===== config.mk =====
export PLATFORM = sky130hd
export DESIGN_NAME = stack_arbiter_flat
export DESIGN_NICKNAME = d
export VERILOG_FILES = /design/src/rtl/stack_pkg.sv /design/src/rtl/stack_arbiter_if.sv /design/src/rtl/stack_mem.sv /design/src/rtl/stack_arbiter.sv /design/src/flat_wrapper.sv
export SDC_FILE = /design/constraint.sdc
export NUM_CORES = 1
export LEC_CHECK = 0
export ABC_AREA = 1
export CAP_MARGIN = 20
export CORE_MARGIN = 3
export CORE_UTILIZATION = 40
export CTS_BUF_LIST = sky130_fd_sc_hd__clkbuf_16
export CTS_CLUSTER_DIAMETER = 60
export DETAILED_ROUTE_END_ITERATION = 8
export HOLD_SLACK_MARGIN = 0.15
export PLACE_DENSITY_LB_ADDON = 0.08
export RECOVER_POWER = 50
export SYNTH_ARGS = -nofsm -noshare
export SYNTH_HDL_FRONTEND = slang
export SYNTH_SLANG_ARGS = --single-unit

===== constraint.sdc =====
create_clock -name clk -period 2.8 [get_ports clk]
set_input_delay 0.42 -clock clk [delete_from_list [all_inputs] [get_ports clk]]
set_output_delay 0.42 -clock clk [all_outputs]
set_load 0.01 [all_outputs]

===== src/rtl/stack_pkg.sv =====
// Shared definitions for the recursion stack: operation and FSM encodings,
// default geometry, and small decode helpers used by the arbiter.
package stack_pkg;

  localparam int DEF_DATA_W = 18;
  localparam int DEF_DEPTH  = 16;

  typedef enum logic [1:0] {
    OP_ILL  = 2'b00,
    OP_PUSH = 2'b01,
    OP_POP  = 2'b10,
    OP_TOP  = 2'b11
  } op_t;

  typedef enum logic [1:0] {
    ST_IDLE = 2'b00,
    ST_EXEC = 2'b01,
    ST_RESP = 2'b10
  } state_t;

  // An operation errors when it cannot be carried out against the current
  // occupancy; the unused 00 encoding always errors.
  function automatic logic op_err(input op_t op, input logic full, input logic empty);
    case (op)
      OP_PUSH:        return full;
      OP_POP, OP_TOP: return empty;
      default:        return 1'b1;
    endcase
  endfunction

  // Two-client round-robin: on contention the client not served last wins,
  // otherwise the single requester wins. Returns the granted client index.
  function automatic logic rr_pick(input logic [1:0] req, input logic last);
    if (req == 2'b11) return ~last;
    return req[1];
  endfunction

endpackage


===== src/rtl/stack_arbiter_if.sv =====
// Client-facing bus of the stack arbiter: two request/ack clients, a flush
// line and the shared status outputs.
//
// Handshake: a client raises req[i] with op/wdata and holds all three stable
// until it sees ack[i] high (a single-cycle pulse); it drops req[i] on the
// following cycle. rdata and err belong to the completing operation and are
// valid while ack is high. flush is a level request, held until empty=1.
interface stack_arbiter_if #(
  parameter int DATA_W = 18,
  parameter int DEPTH  = 16
);
  localparam int CNT_W = $clog2(DEPTH) + 1;

  logic              flush;
  logic [1:0]        req;
  logic [1:0]        op0;
  logic [1:0]        op1;
  logic [DATA_W-1:0] wdata0;
  logic [DATA_W-1:0] wdata1;
  logic [1:0]        ack;
  logic [DATA_W-1:0] rdata;
  logic              err;
  logic [CNT_W-1:0]  count;
  logic              full;
  logic              empty;

  modport master (
    output flush, req, op0, op1, wdata0, wdata1,
    input  ack, rdata, err, count, full, empty
  );

  modport slave (
    input  flush, req, op0, op1, wdata0, wdata1,
    output ack, rdata, err, count, full, empty
  );

endinterface


===== src/rtl/stack_mem.sv =====
// Stack storage: DEPTH x DATA_W registers, one synchronous write port and
// one asynchronous read port. Contents are not reset.
module stack_mem
  import stack_pkg::*;
#(
  parameter int DATA_W = DEF_DATA_W,
  parameter int DEPTH  = DEF_DEPTH,
  localparam int AW    = $clog2(DEPTH)
) (
  input  logic              clk,
  input  logic              we,
  input  logic [AW-1:0]     waddr,
  input  logic [DATA_W-1:0] wdata,
  input  logic [AW-1:0]     raddr,
  output logic [DATA_W-1:0] rdata
);

  logic [DATA_W-1:0] mem [DEPTH];

  // Write port: one entry per cycle when enabled.
  always_ff @(posedge clk) begin
    if (we) mem[waddr] <= wdata;
  end

  assign rdata = mem[raddr];

endmodule


===== src/rtl/stack_arbiter.sv =====
// Two-client stack arbiter. Each request is served in three steps: IDLE
// grants and latches the request, EXEC operates on the stack, RESP pulses
// the client's ack. DEPTH must be a power of two, at least 2, so that the
// low bits of count address the storage directly.
module stack_arbiter
  import stack_pkg::*;
#(
  parameter int DATA_W = DEF_DATA_W,
  parameter int DEPTH  = DEF_DEPTH
) (
  input  logic           clk,
  input  logic           rst,
  stack_arbiter_if.slave bus,
  output state_t         state_dbg
);

  localparam int AW    = $clog2(DEPTH);
  localparam int CNT_W = AW + 1;

  state_t            state_q, state_d;
  logic              grant_q, grant_d;
  op_t               op_q, op_d;
  logic [DATA_W-1:0] wdata_q, wdata_d;
  logic              last_q, last_d;
  logic [1:0]        ack_q, ack_d;
  logic              err_q, err_d;
  logic [DATA_W-1:0] rdata_q, rdata_d;
  logic [CNT_W-1:0]  count_q, count_d;

  logic              full;
  logic              empty;
  logic [1:0]        req_eff;
  logic              pick;
  logic              exec_err;
  logic              mem_we;
  logic [AW-1:0]     mem_waddr;
  logic [AW-1:0]     mem_raddr;
  logic [DATA_W-1:0] mem_rdata;

  assign full  = (count_q == CNT_W'(DEPTH));
  assign empty = (count_q == '0);

  // A client whose ack is on the bus right now still holds req for one more
  // cycle; masking it keeps one request from being served twice.
  assign req_eff  = bus.req & ~ack_q;
  assign pick     = rr_pick(req_eff, last_q);
  assign exec_err = op_err(op_q, full, empty);

  // Top of stack sits at count-1; wraps correctly when count == DEPTH.
  assign mem_waddr = count_q[AW-1:0];
  assign mem_raddr = count_q[AW-1:0] - 1'b1;

  stack_mem #(
    .DATA_W (DATA_W),
    .DEPTH  (DEPTH)
  ) u_mem (
    .clk   (clk),
    .we    (mem_we),
    .waddr (mem_waddr),
    .wdata (wdata_q),
    .raddr (mem_raddr),
    .rdata (mem_rdata)
  );

  // State and datapath registers; reset leaves client 1 as last served so
  // client 0 wins the first contention.
  always_ff @(posedge clk or negedge rst) begin
    if (!rst) begin
      state_q <= ST_IDLE;
      grant_q <= 1'b0;
      op_q    <= OP_ILL;
      wdata_q <= '0;
      last_q  <= 1'b1;
      ack_q   <= 2'b00;
      err_q   <= 1'b0;
      rdata_q <= '0;
      count_q <= '0;
    end else begin
      state_q <= state_d;
      grant_q <= grant_d;
      op_q    <= op_d;
      wdata_q <= wdata_d;
      last_q  <= last_d;
      ack_q   <= ack_d;
      err_q   <= err_d;
      rdata_q <= rdata_d;
      count_q <= count_d;
    end
  end

  // Next-state and datapath decode for IDLE -> EXEC -> RESP.
  always_comb begin
    state_d = state_q;
    grant_d = grant_q;
    op_d    = op_q;
    wdata_d = wdata_q;
    last_d  = last_q;
    ack_d   = 2'b00;
    err_d   = err_q;
    rdata_d = rdata_q;
    count_d = count_q;
    mem_we  = 1'b0;

    case (state_q)
      ST_IDLE: begin
        if (bus.flush) begin
          // Clear occupancy only; storage keeps its contents.
          count_d = '0;
        end else if (req_eff != 2'b00) begin
          grant_d = pick;
          op_d    = pick ? op_t'(bus.op1) : op_t'(bus.op0);
          wdata_d = pick ? bus.wdata1 : bus.wdata0;
          state_d = ST_EXEC;
        end
      end

      ST_EXEC: begin
        state_d = ST_RESP;
        err_d   = exec_err;
        rdata_d = '0;
        if (!exec_err) begin
          case (op_q)
            OP_PUSH: begin
              mem_we  = 1'b1;
              count_d = count_q + 1'b1;
            end
            OP_POP: begin
              rdata_d = mem_rdata;
              count_d = count_q - 1'b1;
            end
            OP_TOP: begin
              rdata_d = mem_rdata;
            end
            default: begin
            end
          endcase
        end
      end

      ST_RESP: begin
        ack_d[grant_q] = 1'b1;
        last_d         = grant_q;
        state_d        = ST_IDLE;
      end

      default: state_d = ST_IDLE;
    endcase
  end

  assign bus.ack   = ack_q;
  assign bus.err   = err_q;
  assign bus.rdata = rdata_q;
  assign bus.count = count_q;
  assign bus.full  = full;
  assign bus.empty = empty;
  assign state_dbg = state_q;

endmodule


===== src/flat_wrapper.sv =====
// flat-port wrapper written by rule: the top's interface ports become plain ports
module stack_arbiter_flat import stack_pkg::*;
#(
  parameter int DATA_W = DEF_DATA_W,
  parameter int DEPTH  = DEF_DEPTH
)
  (clk, rst, state_dbg, bus_flush, bus_req, bus_op0, bus_op1, bus_wdata0, bus_wdata1, bus_ack, bus_rdata, bus_err, bus_count, bus_full, bus_empty);
  stack_arbiter_if #(.DATA_W(DATA_W), .DEPTH(DEPTH)) bus_i ();
  input  logic clk;
  input  logic rst;
  output state_t state_dbg;
  input wire logic [$bits(bus_i.flush)-1:0] bus_flush;
  input wire logic [$bits(bus_i.req)-1:0] bus_req;
  input wire logic [$bits(bus_i.op0)-1:0] bus_op0;
  input wire logic [$bits(bus_i.op1)-1:0] bus_op1;
  input wire logic [$bits(bus_i.wdata0)-1:0] bus_wdata0;
  input wire logic [$bits(bus_i.wdata1)-1:0] bus_wdata1;
  output wire logic [$bits(bus_i.ack)-1:0] bus_ack;
  output wire logic [$bits(bus_i.rdata)-1:0] bus_rdata;
  output wire logic [$bits(bus_i.err)-1:0] bus_err;
  output wire logic [$bits(bus_i.count)-1:0] bus_count;
  output wire logic [$bits(bus_i.full)-1:0] bus_full;
  output wire logic [$bits(bus_i.empty)-1:0] bus_empty;
  assign bus_i.flush = bus_flush;
  assign bus_i.req = bus_req;
  assign bus_i.op0 = bus_op0;
  assign bus_i.op1 = bus_op1;
  assign bus_i.wdata0 = bus_wdata0;
  assign bus_i.wdata1 = bus_wdata1;
  assign bus_ack = bus_i.ack;
  assign bus_rdata = bus_i.rdata;
  assign bus_err = bus_i.err;
  assign bus_count = bus_i.count;
  assign bus_full = bus_i.full;
  assign bus_empty = bus_i.empty;
  stack_arbiter #(.DATA_W(DATA_W), .DEPTH(DEPTH)) u_core (.clk(clk), .rst(rst), .bus(bus_i), .state_dbg(state_dbg));
endmodule

==> results.yml <==
finish:
  area_delta_synth_final_pct: 17.88
  drive_gt1_share_pct: 10.84
  layout_commonest_cell: "nand2_1"
  antenna_cells: 0
  final.fill_count: 3181
  final_cells: 1776
  nNetsFinal: 1352
  multi_input_area_sq_um: 3670
  most-common-layout-cells: "nand2_1, edfxtp_1, nand3_1"
  regArea_sq_um: 9905
floorplanning:
  rows: 67
  die_w_um: 193.2
  fp.dieArea_sq_um: 37310
  io_pins: 75
  core_region_area_sq_um: 34040
  start_util_pct: 41.17
  dieHeight_um: 193.2
power:
  cellPowerDensity_nw_per_um2: 1019
  p_total_mw: 16.84
  total_leakage_power_nw: 6.192
  peakVddDrop_uv: 696.1
detailed_routing:
  via_per_inst: 5.190
  postRouteAntennaNets: 0
  wl_per_cell_um: 20.77
  drc: 0
  drtPass1Iterations: 5
  drt_iter0_drc: 858
  routed-via-count: 9217
  drt_wl_total_mm: 36.88
placement:
  port_buffers: 74
  dp_cells: 1704
  hpwl_mm: 20.80
  gp_congestion: 0.7793
cts:
  clk_latency_ns: 0.52
  ctsResizeCount: 0
  numCtsBuffers: 39
  clk_path_buf_depth: 3
  htree_levels: 2
  cts_tree: "built"
  root_buffer: "clkbuf_16"
  cts_setup_buffers: 0
  cts.sink_count: 338
  clkTransAtPathRegs_ns: 0.06
synthesis:
  syn_area_sq_um: 14010
  synth_edf_count: 288
  synth_area_per_cell_sq_um: 11.59
  synth-seq-cells: 338
  seq_area_frac_synth_pct: 70.66
  synth_top_area_cell: "edfxtp_1"
  synth_nets: 1263
  synth_top_area_share_pct: 61.73
  synth_area_leaders: "edfxtp_1, nand2_1, nand3_1, dfrtp_1, nand3_2"
  synth_ff_type: "edfxtp_1"
  netlist_instances: 1209
  yosysUniqueCellTypes: 29
  yosysWarnings: 0
  async_flop_share_pct: 14.79
global_routing:
  grt_max_degree: 147
  grt_pass1_wl_mm: 55.93
  grt_pass1_vias: 9053
  grt.total_usage_pct: 20.16
  grt_overflow: 0
  antenna_found_initial: 0
sta:
  rsz0062_at_grt: "no"
  fmax_mhz: 382.1
  hold_viol: 0
  post-route-min-period_ns: 2.617
  clock_skew_ns: 0.01120
  timing.final.crit_share_pct: 93.47
  worst_pin_slew_ns: 1.848
  finalMaxSlewViolations: 27
  slew_headroom_pct: -23.19
  finalSetupViolations: 0
critical_path:
  crit_end: "bus_full"
  reg2reg_slack_ns: 0.42
  path_max_fanout: 7
  arrival_ns: 2.20
  reg2reg_from: "u_core.bus.count[1]$_DFFE_PN0P_"
  crit_type: "reg -> out"
  r2r_cells: 8
  start_kind: "flip-flop"
  cp-end-kind: "output pin"
  crit_start: "u_core.bus.count[1]$_DFFE_PN0P_"
  cp.required_ns: 2.38
  worstReg2RegEnd: "u_core.u_mem.mem[0][16]$_DFFE_PP_"
job:
  drv_cap: 1
outcome:
  status: "finished, violations left"
  failed_checks: "capacitance limit, slew limit"
hold_path:
  worstHoldPathType: "reg -> reg"
-- synthesized netlist by cell type, types with 2 or more instances --
master,count
a21oi_1,2
buf_1,2
buf_12,2
buf_2,32
buf_4,14
buf_6,3
clkbuf_1,14
dfrtp_1,49
edfxtp_1,288
ha_1,8
inv_1,23
inv_2,5
nand2_1,377
nand2_2,5
nand2_4,2
nand3_1,257
nand3_2,23
nor2_1,29
nor3_1,16
o21ai_0,34
o21ai_1,15
or2_2,2
-- power by group --
group / switching (mW) / internal [mW] / total, mW
clock network: 1.95 / 2.79 / 4.74
registers: 0.677 / 6.19 / 6.87
logic: 3.61 / 1.61 / 5.23
-- worst min path at each step --
stage,slack (ns),cells past startpoint,end,startpoint
global route,0.49,1,u_core.bus.ack[0]$_DFF_PN0_,u_core.grant_q$_DFFE_PN0P_
CTS,0.46,1,u_core.bus.ack[0]$_DFF_PN0_,u_core.grant_q$_DFFE_PN0P_
floorplan,0.12,0,u_core.bus.ack[0]$_DFF_PN0_,rst
global placement,0.45,1,u_core.bus.ack[0]$_DFF_PN0_,u_core.grant_q$_DFFE_PN0P_
detailed placement,0.45,1,u_core.bus.ack[0]$_DFF_PN0_,u_core.grant_q$_DFFE_PN0P_
finish,0.46,1,u_core.bus.ack[0]$_DFF_PN0_,u_core.grant_q$_DFFE_PN0P_
-- state kept, by name, summed over array words and instances, names as in the netlist --
register / count
u_core.bus.rdata: 18
u_core.bus.count: 5
u_core.wdata_q: 18
u_core.bus.ack: 2
u_core.op_q: 2
u_core.grant_q: 1
u_core.bus.err: 1
u_core.last_q: 1
u_core.u_mem.mem: 288
u_core.state_dbg: 2
-- area by class of cell --
class / instances / area share [%]
Sequential cell: 338 / 59.97
Multi-Input combinational cell: 775 / 22.22
Clock buffer: 42 / 6.364
Tap cell: 448 / 3.394
Clock inverter: 29 / 0.9394
Timing Repair Buffer: 115 / 6.394
Inverter: 29 / 0.7197
-- stage by stage --
| stage | utilization (%) | hold slack, ns | instance area (sq um) | worst slack, ns | setup TNS, ns |
|---|---|---|---|---|---|
| after floorplan | - | 0.1244 | 14010 | -0.3936 | -90.86 |
| after global placement | 45.00 | 0.4541 | 15320 | 0.4590 | 0 |
| after detailed placement | 45.00 | 0.4484 | 15320 | 0.4516 | 0 |
| after CTS | 48.58 | 0.4611 | 16530 | 0.1789 | 0 |
| after global routing | 48.53 | 0.4857 | 16520 | 0.06264 | 0 |
| final | 48.53 | 0.4613 | 16520 | 0.1828 | 0 |
-- repair_timing --
item / in CTS / in global routing
hold buffers: 1 / 0
setup endpoints to repair: 0 / 0
endpoints found under the hold margin: 22 / 0
-- layer usage --
layer	wire [um]	track usage (%)
met1	17300	30.06
met5	0	0
met2	16330	30.56
met4	894	5.953
met3	2358	3.363
-- kinds of logic after synthesis --
| group | after synthesis | synth area share (%) |
|---|---|---|
| and+or+nand+nor | 713 | 22.87 |
| DFF | 338 | 70.66 |
| buffers and inverters | 96 | 3.679 |
| AOI/OAI and AO/OA | 52 | 1.866 |
| adders and majority gates | 9 | 0.8573 |
| xor gates and xnor gates | 1 | 0.06252 |
-- critical path, cell delays in order, from the launching register on --
cell and delay (ns):
dfrtp_1 0.45, inv_1 0.20, ha_1 0.27, nand3_2 0.12
inv_1 0.09, clkdlybuf4s50_1 0.55
Power figures use the tool's default switching activity.
